$ cat src/rtl/morse_rx_param_if.sv
`default_nettype none
// ============================================================================
// Module   : morse_rx_param_if
// Purpose  : Record channel from the Morse receiver to the character decoder.
//            One record is a completed character or a word space, held until
//            the consumer accepts it with out_valid & out_ready.
// Ports    : master = receiver side (drives the record, samples out_ready)
//            slave  = decoder side  (samples the record, drives out_ready)
//   out_valid  record present
//   out_ready  consumer accepts the record this cycle
//   sym_data   bit i = symbol i (1 = dash), bits >= sym_len are 0
//   sym_len    symbol count, 0 for a space record
//   is_space   record is a word space
//   overflow   character had more symbols than the buffer holds
// Revision : 1.0  initial release
// ============================================================================
interface morse_rx_param_if #(
  parameter int MAX_SYMS = 6
);
  localparam int LEN_W = $clog2(MAX_SYMS + 1);

  logic                out_valid;
  logic                out_ready;
  logic [MAX_SYMS-1:0] sym_data;
  logic [LEN_W-1:0]    sym_len;
  logic                is_space;
  logic                overflow;

  modport master (
    output out_valid, sym_data, sym_len, is_space, overflow,
    input  out_ready
  );

  modport slave (
    input  out_valid, sym_data, sym_len, is_space, overflow,
    output out_ready
  );
endinterface
`default_nettype wire

$ cat src/rtl/morse_rx_param.sv
`default_nettype none
// ============================================================================
// Module   : morse_rx_param
// Purpose  : Morse receiver. Classifies button presses (dot, dash, glitch,
//            abort) and gaps (intra-char, char end, word end) with internal
//            counters, and emits completed characters and word spaces through
//            a one-entry valid/ready output register.
// Ports    : clk_100MHz  clock
//            reset_n     asynchronous active-low reset
//            user_btn    debounced button level, synchronous to clk_100MHz
//            rec         record channel (master side, see morse_rx_param_if)
//            abort       one-cycle pulse when a long press aborts the char
//            drop        one-cycle pulse when a record is lost (output full)
// Revision : 1.0  initial release
// ============================================================================
module morse_rx_param #(
  parameter int UNIT_CYC       = 5000000,
  parameter int MIN_PRESS_CYC  = 100000,
  parameter int DASH_UNITS     = 2,
  parameter int ABORT_UNITS    = 10,
  parameter int CHAR_GAP_UNITS = 3,
  parameter int WORD_GAP_UNITS = 7,
  parameter int MAX_SYMS       = 6,
  parameter int EMIT_SPACE     = 1,
  parameter int CNT_W          = 32
) (
  input  wire logic        clk_100MHz,
  input  wire logic        reset_n,
  input  wire logic        user_btn,
  morse_rx_param_if.master rec,
  output logic             abort,
  output logic             drop
);

  localparam int LEN_W = $clog2(MAX_SYMS + 1);

  localparam logic [CNT_W-1:0] c_one       = CNT_W'(1);
  localparam logic [CNT_W-1:0] c_min_press = CNT_W'(MIN_PRESS_CYC);
  localparam logic [CNT_W-1:0] c_dash_cyc  = CNT_W'(DASH_UNITS * UNIT_CYC);
  localparam logic [CNT_W-1:0] c_abort_cyc = CNT_W'(ABORT_UNITS * UNIT_CYC);
  localparam logic [CNT_W-1:0] c_char_cyc  = CNT_W'(CHAR_GAP_UNITS * UNIT_CYC);
  localparam logic [CNT_W-1:0] c_word_cyc  = CNT_W'(WORD_GAP_UNITS * UNIT_CYC);
  localparam logic [LEN_W-1:0] c_max_len   = LEN_W'(MAX_SYMS);

  typedef enum logic [2:0] {
    S_IDLE       = 3'd0,
    S_PRESS      = 3'd1,
    S_GAP        = 3'd2,
    S_CHAR_WAIT  = 3'd3,
    S_ABORT_WAIT = 3'd4
  } state_t;

  state_t              r_state;
  state_t              r_ret_state;   // where a glitch press returns to
  logic [CNT_W-1:0]    r_press_cnt;
  logic [CNT_W-1:0]    r_gap_cnt;
  logic [MAX_SYMS-1:0] r_sym_buf;
  logic [LEN_W-1:0]    r_sym_len;
  logic                r_ovf;

  logic                r_out_valid;
  logic [MAX_SYMS-1:0] r_out_data;
  logic [LEN_W-1:0]    r_out_len;
  logic                r_out_space;
  logic                r_out_ovf;
  logic                r_abort;
  logic                r_drop;

  logic [CNT_W-1:0]    w_press_inc;
  logic [CNT_W-1:0]    w_gap_inc;
  logic                w_is_dash;
  logic                w_buf_full;
  logic [MAX_SYMS-1:0] w_sym_buf_app;
  logic                w_emit_char;
  logic                w_emit_space;
  logic                w_emit;

  // Both counters saturate so a very long idle or press never wraps back
  // below a threshold.
  assign w_press_inc = (r_press_cnt == '1) ? r_press_cnt : r_press_cnt + 1'b1;
  assign w_gap_inc   = (r_gap_cnt == '1)   ? r_gap_cnt   : r_gap_cnt + 1'b1;

  assign w_is_dash  = (r_press_cnt >= c_dash_cyc);
  assign w_buf_full = (r_sym_len == c_max_len);

  // The new symbol lands at bit position sym_len.
  always_comb begin
    w_sym_buf_app = r_sym_buf;
    for (int i = 0; i < MAX_SYMS; i++) begin
      if (LEN_W'(i) == r_sym_len) begin
        w_sym_buf_app[i] = w_is_dash;
      end
    end
  end

  // A press sampled in the same cycle as a gap threshold wins: no emission.
  assign w_emit_char  = (r_state == S_GAP) && !user_btn && (r_gap_cnt >= c_char_cyc);
  assign w_emit_space = (EMIT_SPACE != 0) && (r_state == S_CHAR_WAIT) && !user_btn
                        && (r_gap_cnt >= c_word_cyc);
  assign w_emit       = w_emit_char || w_emit_space;

  always_ff @(posedge clk_100MHz or negedge reset_n) begin
    if (!reset_n) begin
      r_state     <= S_IDLE;
      r_ret_state <= S_IDLE;
      r_press_cnt <= '0;
      r_gap_cnt   <= '0;
      r_sym_buf   <= '0;
      r_sym_len   <= '0;
      r_ovf       <= 1'b0;
      r_out_valid <= 1'b0;
      r_out_data  <= '0;
      r_out_len   <= '0;
      r_out_space <= 1'b0;
      r_out_ovf   <= 1'b0;
      r_abort     <= 1'b0;
      r_drop      <= 1'b0;
    end else begin
      r_abort   <= 1'b0;
      r_drop    <= 1'b0;
      // Free-running gap count; a valid release below restarts it at 1.
      r_gap_cnt <= w_gap_inc;

      case (r_state)
        S_IDLE: begin
          if (user_btn) begin
            r_state     <= S_PRESS;
            r_ret_state <= S_IDLE;
            r_press_cnt <= c_one;
          end
        end

        S_PRESS: begin
          if (user_btn) begin
            r_press_cnt <= w_press_inc;
            if (w_press_inc >= c_abort_cyc) begin
              r_state   <= S_ABORT_WAIT;
              r_abort   <= 1'b1;
              r_sym_buf <= '0;
              r_sym_len <= '0;
              r_ovf     <= 1'b0;
            end
          end else if (r_press_cnt < c_min_press) begin
            // Glitch: resume where we were, gap timing untouched.
            r_state <= r_ret_state;
          end else begin
            if (w_buf_full) begin
              r_ovf <= 1'b1;
            end else begin
              r_sym_buf <= w_sym_buf_app;
              r_sym_len <= r_sym_len + 1'b1;
            end
            r_gap_cnt <= c_one;
            r_state   <= S_GAP;
          end
        end

        S_GAP: begin
          if (user_btn) begin
            r_state     <= S_PRESS;
            r_ret_state <= S_GAP;
            r_press_cnt <= c_one;
          end else if (w_emit_char) begin
            r_sym_buf <= '0;
            r_sym_len <= '0;
            r_ovf     <= 1'b0;
            r_state   <= S_CHAR_WAIT;
          end
        end

        S_CHAR_WAIT: begin
          if (user_btn) begin
            r_state     <= S_PRESS;
            r_ret_state <= S_CHAR_WAIT;
            r_press_cnt <= c_one;
          end else if (r_gap_cnt >= c_word_cyc) begin
            r_state <= S_IDLE;
          end
        end

        S_ABORT_WAIT: begin
          if (!user_btn) begin
            r_state <= S_IDLE;
          end
        end

        default: r_state <= S_IDLE;
      endcase

      // One-entry output register. A record accepted this cycle frees the
      // slot, so a simultaneous new record loads instead of being dropped.
      if (r_out_valid && rec.out_ready) begin
        r_out_valid <= 1'b0;
      end
      if (w_emit) begin
        if (!r_out_valid || rec.out_ready) begin
          r_out_valid <= 1'b1;
          r_out_data  <= w_emit_space ? '0   : r_sym_buf;
          r_out_len   <= w_emit_space ? '0   : r_sym_len;
          r_out_space <= w_emit_space;
          r_out_ovf   <= w_emit_space ? 1'b0 : r_ovf;
        end else begin
          r_drop <= 1'b1;
        end
      end
    end
  end

  assign rec.out_valid = r_out_valid;
  assign rec.sym_data  = r_out_data;
  assign rec.sym_len   = r_out_len;
  assign rec.is_space  = r_out_space;
  assign rec.overflow  = r_out_ovf;
  assign abort         = r_abort;
  assign drop          = r_drop;

endmodule
`default_nettype wire

$ cat src/flat_wrapper.sv
// flat-port wrapper written by rule: the top's interface ports become plain ports
module morse_rx_param_flat 
#(
  parameter int UNIT_CYC       = 5000000,
  parameter int MIN_PRESS_CYC  = 100000,
  parameter int DASH_UNITS     = 2,
  parameter int ABORT_UNITS    = 10,
  parameter int CHAR_GAP_UNITS = 3,
  parameter int WORD_GAP_UNITS = 7,
  parameter int MAX_SYMS       = 6,
  parameter int EMIT_SPACE     = 1,
  parameter int CNT_W          = 32
)
  (clk_100MHz, reset_n, user_btn, abort, drop, rec_out_valid, rec_sym_data, rec_sym_len, rec_is_space, rec_overflow, rec_out_ready);
  morse_rx_param_if #(.MAX_SYMS(MAX_SYMS)) rec_i ();
  input  wire logic clk_100MHz;
  input  wire logic reset_n;
  input  wire logic user_btn;
  output logic abort;
  output logic drop;
  output wire logic [$bits(rec_i.out_valid)-1:0] rec_out_valid;
  output wire logic [$bits(rec_i.sym_data)-1:0] rec_sym_data;
  output wire logic [$bits(rec_i.sym_len)-1:0] rec_sym_len;
  output wire logic [$bits(rec_i.is_space)-1:0] rec_is_space;
  output wire logic [$bits(rec_i.overflow)-1:0] rec_overflow;
  input wire logic [$bits(rec_i.out_ready)-1:0] rec_out_ready;
  assign rec_out_valid = rec_i.out_valid;
  assign rec_sym_data = rec_i.sym_data;
  assign rec_sym_len = rec_i.sym_len;
  assign rec_is_space = rec_i.is_space;
  assign rec_overflow = rec_i.overflow;
  assign rec_i.out_ready = rec_out_ready;
  morse_rx_param #(.UNIT_CYC(UNIT_CYC), .MIN_PRESS_CYC(MIN_PRESS_CYC), .DASH_UNITS(DASH_UNITS), .ABORT_UNITS(ABORT_UNITS), .CHAR_GAP_UNITS(CHAR_GAP_UNITS), .WORD_GAP_UNITS(WORD_GAP_UNITS), .MAX_SYMS(MAX_SYMS), .EMIT_SPACE(EMIT_SPACE), .CNT_W(CNT_W)) u_core (.clk_100MHz(clk_100MHz), .reset_n(reset_n), .user_btn(user_btn), .rec(rec_i), .abort(abort), .drop(drop));
endmodule
$ cat config.mk
export PLATFORM = sky130hd
export DESIGN_NAME = morse_rx_param_flat
export DESIGN_NICKNAME = d
export VERILOG_FILES = /design/src/rtl/morse_rx_param_if.sv /design/src/rtl/morse_rx_param.sv /design/src/flat_wrapper.sv
export SDC_FILE = /design/constraint.sdc
export NUM_CORES = 1
export LEC_CHECK = 0
export CORE_ASPECT_RATIO = 1.2
export CORE_UTILIZATION = 30
export DETAILED_ROUTE_END_ITERATION = 10
export DONT_BUFFER_PORTS = 1
export PLACE_DENSITY = 0.44
export SKIP_CTS_REPAIR_TIMING = 1
export SLEW_MARGIN = 40
export SYNTH_ARGS = -nofsm -noshare
export SYNTH_HDL_FRONTEND = slang
export SYNTH_SLANG_ARGS = --single-unit
export TNS_END_PERCENT = 30
$ cat constraint.sdc
create_clock -name clk_100MHz -period 8.4 [get_ports clk_100MHz]
set_clock_uncertainty 0.05 [all_clocks]
set_input_delay 1.26 -clock clk_100MHz [delete_from_list [all_inputs] [get_ports clk_100MHz]]
set_output_delay 1.26 -clock clk_100MHz [all_outputs]
set_load 0.01 [all_outputs]
==> impl_metrics.env, run 1 <==
export IMPL_num_rows=55
export IMPL_netlist_area_um2=5740
export IMPL_synth_net_count=683
export IMPL_cp_start_kind="register"
export IMPL_power_leakage_nw=2.42
export IMPL_yosysUniqueCellTypes=62
export IMPL_fmax_ghz=0.247
export IMPL_fin_cells=907
export IMPL_crit_path_max_incr_delay_ns=0.75
export IMPL_yosys_area_top_type="dfrtp_1"
export IMPL_path_max_fanout=12
export IMPL_finalPower_mw=1.53
export IMPL_die_w_um=128
export IMPL_worstSetupPathType="register to register"
export IMPL_cts_root_buffer="clkbuf_16"
export IMPL_fin_setup_tns_ns=0
export IMPL_synthTopCellsByArea="dfrtp_1 41%, nor2_1 4.7%, o21ai_0 4.6%, nand2_1 4.4%, a21oi_1 3.1%"
export IMPL_synth_edf_count=0
export IMPL_vias_per_cell=5.29
export IMPL_design_area_um2=6280
export IMPL_htreeDepth=3
export IMPL_rsz0062_at_grt="false"
export IMPL_dieArea_um2=19700
export IMPL_drive_gt1_share_pct=5.99
export IMPL_io_buffers=0
export IMPL_grt_pass1_wl_um=25300
export IMPL_ys_warn_count=0
export IMPL_ys_seq_elements=93
export IMPL_core_area_um2=18800
export IMPL_period_needed_ns=4.04
export IMPL_io_pins=18
export IMPL_async_flop_share_pct=100
export IMPL_power_density_nw_per_um2=244
export IMPL_period_share_pct=48.1
export IMPL_grt_max_degree=94
export IMPL_via_count=4795
export IMPL_cts_tree="done"
export IMPL_crit_chain="and4_1, nand2_1, nor3b_2, nor4_4, xnor2_1, a2111o_1, a2111oi_4, o31ai_1, mux2_1"
export IMPL_clockBufferDepth=2
export IMPL_required_ns=8.58
export IMPL_track_usage_pct=16.3
export IMPL_num_fill_cells=1978
export IMPL_gp_congestion=0.875
export IMPL_final_common_cell="dfrtp_1"
export IMPL_synth_area_per_cell_um2=8.55
export IMPL_routed_wl_um=15000
export IMPL_arrival_ns=4.22
export IMPL_slew_viol_final=0
export IMPL_dpl_cell_area_um2=5930
export IMPL_relSlewSlack_pct=46.6
export IMPL_clkLatencyLatePin_ns=0.35
export IMPL_hold_viol_final=0
export IMPL_final_cell_mix="93 x dfrtp_1, 72 x nor2_1, 68 x nand2_1"
export IMPL_worstSetupEndpointType="register"
export IMPL_cts_clk_slew_worst_paths_ns=0.07
export IMPL_cts_buffers_inserted=9
export IMPL_post_place_ws_ns=4.39
export IMPL_hpwl_um=10200
export IMPL_maxCapViolations=0
export IMPL_synth_cells=671
export IMPL_slowest_stage="a2111oi_4"
export IMPL_dp_cells=891
export IMPL_grt_pass1_vias=4747
export IMPL_critPathTopFamily="simple AND/OR/NAND/NOR gates"
export IMPL_diodes=0
export IMPL_finalSetupViolCount=0
export IMPL_drtIter0Drc=323
export IMPL_ys_flop_type="dfrtp_1"
export IMPL_antenna_found_initial=0
export IMPL_synth_top_area_share_pct=40.6
export IMPL_status="complete, no violations"
export IMPL_die_h_um=154
export IMPL_drcViolationCount=0
export IMPL_grt_overflow=0
export IMPL_synthToLayoutAreaGrowth_pct=9.42
export IMPL_worst_pin_slew_ns=0.800
export IMPL_ant_nets=0
export IMPL_crit_buf_inv=0
export IMPL_cts_sinks=93
export IMPL_yosysSeqAreaShare_pct=40.6
export IMPL_hp_class="register to register"
export IMPL_ir_worst_vdd_mv=0.121
export IMPL_start_util_pct=30.5
export IMPL_setup_slack_ns=4.36
export IMPL_wl_per_cell_um=16.5
export IMPL_firstDrtPassIters=5
export IMPL_nets=658
==> cells by family (layout without fill, tap and decap cells) <==
group | after synthesis | in the layout | share of synthesized area [%]
xor gates and xnor gates | 32 | 32 | 4.88
buffers and inverters | 62 | 42 | 4.32
muxes | 19 | 19 | 3.47
AOI/OAI and AO/OA | 151 | 151 | 16.7
adders and majority gates | 8 | 8 | 1.74
and+or+nand+nor | 306 | 306 | 28.3
DFF | 93 | 93 | 40.6
==> power by group <==
group / leakage [nW] / switching [mW] / internal (mW) / total [mW]
combinational: 1.07 / 0.215 / 0.147 / 0.362
clock: 0.166 / 0.190 / 0.293 / 0.482
sequential: 1.18 / 0.137 / 0.549 / 0.687
==> Yosys cell counts (3+ instances only) <==
| library cell | instances |
|---|---|
| o31ai_1 | 18 |
| nand3_1 | 31 |
| a21o_1 | 3 |
| or3_1 | 9 |
| o41ai_1 | 4 |
| mux2_1 | 7 |
| a22o_1 | 5 |
| and4_1 | 6 |
| nand2_1 | 68 |
| a211oi_1 | 4 |
| nor2_1 | 72 |
| buf_2 | 9 |
| nand4_1 | 24 |
| inv_1 | 22 |
| mux2i_1 | 12 |
| nor3_1 | 23 |
| o21ai_0 | 53 |
| ha_1 | 8 |
| xor2_1 | 20 |
| xnor2_1 | 12 |
| a21oi_1 | 36 |
| a31oi_1 | 9 |
| and2_1 | 7 |
| dfrtp_1 | 93 |
| nor4_1 | 9 |
| nand2b_1 | 11 |
| or2_2 | 3 |
| nor3b_1 | 6 |
| and3_1 | 11 |
| clkbuf_1 | 28 |
| nor2b_1 | 8 |
==> through the flow <==
| step | hold WS [ns] | util, % |
|---|---|---|
| finish | 0.449 | 33.4 |
| global route | 0.472 | 33.4 |
| CTS | 0.451 | 33.4 |
| detailed placement | 0.432 | 31.6 |
| global placement | 0.432 | 31.5 |
| floorplan | 0.407 | - |
==> cell type report <==
cell class              count  area [um^2]  share of cell area (%)
clock buffers               9          225                    3.59
multi-input cells         516         3170                    50.5
flip-flops and latches     93         2330                    37.1
well taps                 256          320                    5.10
clock inverters             7          120                    1.91
inverters                  22         82.6                    1.32
repair buffers              4         30.0                   0.478
==> state kept, by name, summed over array words and instances, names as in the netlist, 2 cells and up <==
| register | cells |
|---|---|
| u_core.rec.sym_len | 3 |
| u_core.r_press_cnt | 32 |
| u_core.r_state | 3 |
| u_core.r_ret_state | 2 |
| u_core.r_gap_cnt | 32 |
| u_core.r_sym_buf | 6 |
| u_core.rec.sym_data | 6 |
| u_core.r_sym_len | 3 |
==> worst paths after layout <==
path	from	to	slack, ns	depth (start not counted)
max	u_core.r_press_cnt[4]	u_core.r_sym_buf[1]	4.36	9
min	u_core.r_sym_buf[5]	u_core.r_sym_buf[5]	0.45	1
max reg2reg	u_core.r_press_cnt[4]	u_core.r_sym_buf[1]	4.36	9
min reg2reg	u_core.r_sym_buf[5]	u_core.r_sym_buf[5]	0.45	1
max in group asynchronous	reset_n	u_core.r_press_cnt[8]	7.57	0
min in group asynchronous	reset_n	u_core.r_gap_cnt[29]	0.55	0
==> metal layers <==
metal  global-route usage, %  vias to the layer above  share of wire, %
met4                    5.60                        0               1.8
li1                        -                     2374                 -
met3                    2.71                       17               3.2
met2                    26.8                       87                49
met1                    21.4                     2317                46
met5                       0                        -                 0
Note: power is estimated with default switching activity, not from simulation.
==> run 2: changes to the inputs <==
Settings changed: ABC_AREA from default to 1.
Clock period 8.4 ns to 4.2 ns, I/O delays scaled along.
==> impl_metrics.env, run 2 <==
export IMPL_slew_viol_final=0
export IMPL_yosys_area_share_simple_pct=38.7
export IMPL_worstSetupEndpointType="register"
export IMPL_num_fill_cells=2162
export IMPL_cp_start_kind="register"
export IMPL_htreeDepth=3
export IMPL_nets=911
export IMPL_fmax_ghz=0.328
export IMPL_status="complete, no violations"
export IMPL_crit_path_max_incr_delay_ns=0.47
export IMPL_drcViolationCount=0
export IMPL_worst_pin_slew_ns=0.783
export IMPL_synth_compound_area_share_pct=8.91
export IMPL_power_density_nw_per_um2=413
export IMPL_routed_wl_um=16900
export IMPL_finalPower_mw=2.76
export IMPL_arrival_ns=3.23
export IMPL_hp_class="primary input to async pin"
export IMPL_reg_top3="u_core.r_gap_cnt: 32 flops, u_core.r_press_cnt: 32 flops"
export IMPL_required_ns=4.37
export IMPL_rsz0062_at_grt="false"
export IMPL_grt_overflow=0
export IMPL_switchingPower_mw=1.03
export IMPL_dpl_cell_area_um2=6340
export IMPL_power_leakage_nw=3.08
export IMPL_grt_pass1_wl_um=28100
export IMPL_clockBufferDepth=2
export IMPL_grt_pass1_vias=5514
export IMPL_worstSetupPathType="register to register"
export IMPL_switching_share_pct=37.3
export IMPL_synth_top_family_by_area="simple AND/OR/NAND/NOR gates"
export IMPL_cts_tree="done"
export IMPL_wl_per_cell_um=14.5
export IMPL_setup_slack_ns=1.15
export IMPL_seqPwrFrac_pct=43.2
export IMPL_clkLatencyLatePin_ns=0.35
export IMPL_wl_met1_um=7870
export IMPL_hold_viol_final=0
export IMPL_design_area_um2=6680
export IMPL_io_buffers=0
export IMPL_cts_clk_slew_worst_paths_ns=0.07
export IMPL_crit_buf_inv=1
export IMPL_synth_top_area_share_pct=38.4
export IMPL_yosysSeqAreaShare_pct=38.4
export IMPL_relSlewSlack_pct=47.6
export IMPL_die_h_um=158
export IMPL_synth_adder_area_share_pct=1.65
export IMPL_yosys_area_top_type="dfrtp_1"
export IMPL_synth_net_count=910
export IMPL_cts_sinks=93
export IMPL_final_common_cell="nand2_1"
export IMPL_track_usage_pct=17.1
export IMPL_path_max_fanout=23
export IMPL_ys_seq_elements=93
export IMPL_ff2ff_path_depth=14
export IMPL_gp_congestion=0.895
export IMPL_synthTopCellsByArea="dfrtp_1 38%, nand2_1 16%, inv_1 7.2%, nor2_1 7.2%, nand3_1 5.4%"
export IMPL_async_flop_share_pct=100
export IMPL_firstDrtPassIters=4
export IMPL_ir_worst_vdd_mv=0.191
export IMPL_muxShareOfSynthArea_pct=0
export IMPL_period_needed_ns=3.05
export IMPL_synth_area_per_cell_um2=6.75
export IMPL_wl_met3_um=301
export IMPL_final_cell_mix="264 x nand2_1, 117 x inv_1, 115 x nor2_1"
export IMPL_crit_chain="ha_1, nand3_2, inv_2, nand2_4, nor2_4, nand3_4, nand2_1, nand4_1, a21oi_1, nand3_2, nand4_4, nand2_2, nand2_1, o21ai_1"
export IMPL_fin_setup_tns_ns=0
export IMPL_drive_gt1_share_pct=5.75
export IMPL_synthTopCellsByCount="264 x nand2_1, 117 x inv_1, 116 x nor2_1"
export IMPL_p_comb_share_pct=25.2
export IMPL_yosysMostFrequentCell="nand2_1"
export IMPL_yosysUniqueCellTypes=39
export IMPL_num_rows=56
export IMPL_post_place_ws_ns=1.11
export IMPL_ant_nets=0
export IMPL_io_pins=18
export IMPL_ys_flop_type="dfrtp_1"
export IMPL_grt_max_degree=94
export IMPL_diodes=0
export IMPL_finalSetupViolCount=0
export IMPL_synthToLayoutAreaGrowth_pct=10.1
export IMPL_clkPwrFrac_pct=31.6
export IMPL_cp_depth=14
export IMPL_synth_cells=898
export IMPL_netlist_area_um2=6060
export IMPL_die_w_um=132
export IMPL_core_area_um2=19700
export IMPL_ys_warn_count=0
export IMPL_highest_layer="met4"
export IMPL_via_count=5545
export IMPL_dieArea_um2=20800
export IMPL_cts_root_buffer="clkbuf_16"
export IMPL_drtIter0Drc=330
export IMPL_start_util_pct=30.8
export IMPL_synth_xor_area_share_pct=3.32
export IMPL_period_share_pct=72.6
export IMPL_wl_met2_um=8390
export IMPL_antenna_found_initial=0
export IMPL_internal_power_mw=1.73
export IMPL_vias_per_cell=4.76
export IMPL_maxCapViolations=0
export IMPL_hpwl_um=13000
export IMPL_slowest_stage="dfrtp_1"
export IMPL_cts_buffers_inserted=9
export IMPL_fin_util_pct=33.9
export IMPL_synth_edf_count=0
export IMPL_critPathTopFamily="simple AND/OR/NAND/NOR gates"
## run 2: power by group through the flow
stage               registers, mW  logic [mW]  clock network [mW]
floorplan                    1.17       0.538                   0
global placement             1.21       0.682                   0
detailed placement           1.21       0.679                   0
CTS                          1.19       0.683               0.900
global route                 1.22       0.812               0.934
finish                       1.19       0.693               0.871
## run 2: final timing paths
kind                                  startpoint                      to  slack, ns
max in group asynchronous                reset_n  u_core.r_press_cnt[16]       3.58
hold / removal                           reset_n    u_core.r_gap_cnt[17]       0.13
setup reg to reg           u_core.r_press_cnt[0]       u_core.r_state[2]       1.15
min in group clk_100MHz                 user_btn   u_core.r_ret_state[0]       0.36
setup / recovery           u_core.r_press_cnt[0]       u_core.r_state[2]       1.15
hold reg to reg              u_core.r_sym_buf[5]     u_core.r_sym_buf[5]       0.42
## run 2: kinds of logic after synthesis
group	count (synthesis)
AND/OR/NAND/NOR	535
buffers and inverters	139
AO/OA/AOI/OAI	100
flip-flops	93
XOR/XNOR	23
adder cells (fa/ha/maj)	8
## run 2: layout make-up
type / count / area, um^2 / share of cell area [%]
clock inverters: 7 / 83.8 / 1.26
well taps: 261 / 327 / 4.89
clock buffers: 9 / 225 / 3.37
flip-flops and latches: 93 / 2330 / 34.8
repair buffers: 5 / 57.6 / 0.862
multi-input cells: 666 / 3190 / 47.8
inverters: 124 / 465 / 6.97
## run 2: through the flow
stage                     hold slack (ns)  cells
after global placement              0.288   1148
final                               0.133   1165
after global routing                0.170   1165
after floorplan                     0.284    898
after detailed placement            0.290   1148
after CTS                         -0.0984   1164
## run 2: per-layer routing
metal  track usage [%]  vias up
met5                 0        -
met4              6.70        0
met3              1.70       22
met2              30.9       72
met1              20.9     2548
li1                  -     2903
## run 2: worst reg2reg max path, delay by kind of cell (launching register included)
kind                       cells  cell delay [ns]
adders and majority gates      1             0.36
buffers and inverters          1             0.13
and+or+nand+nor               10             1.60
DFF                            1             0.47
AOI/OAI and AO/OA              2             0.30
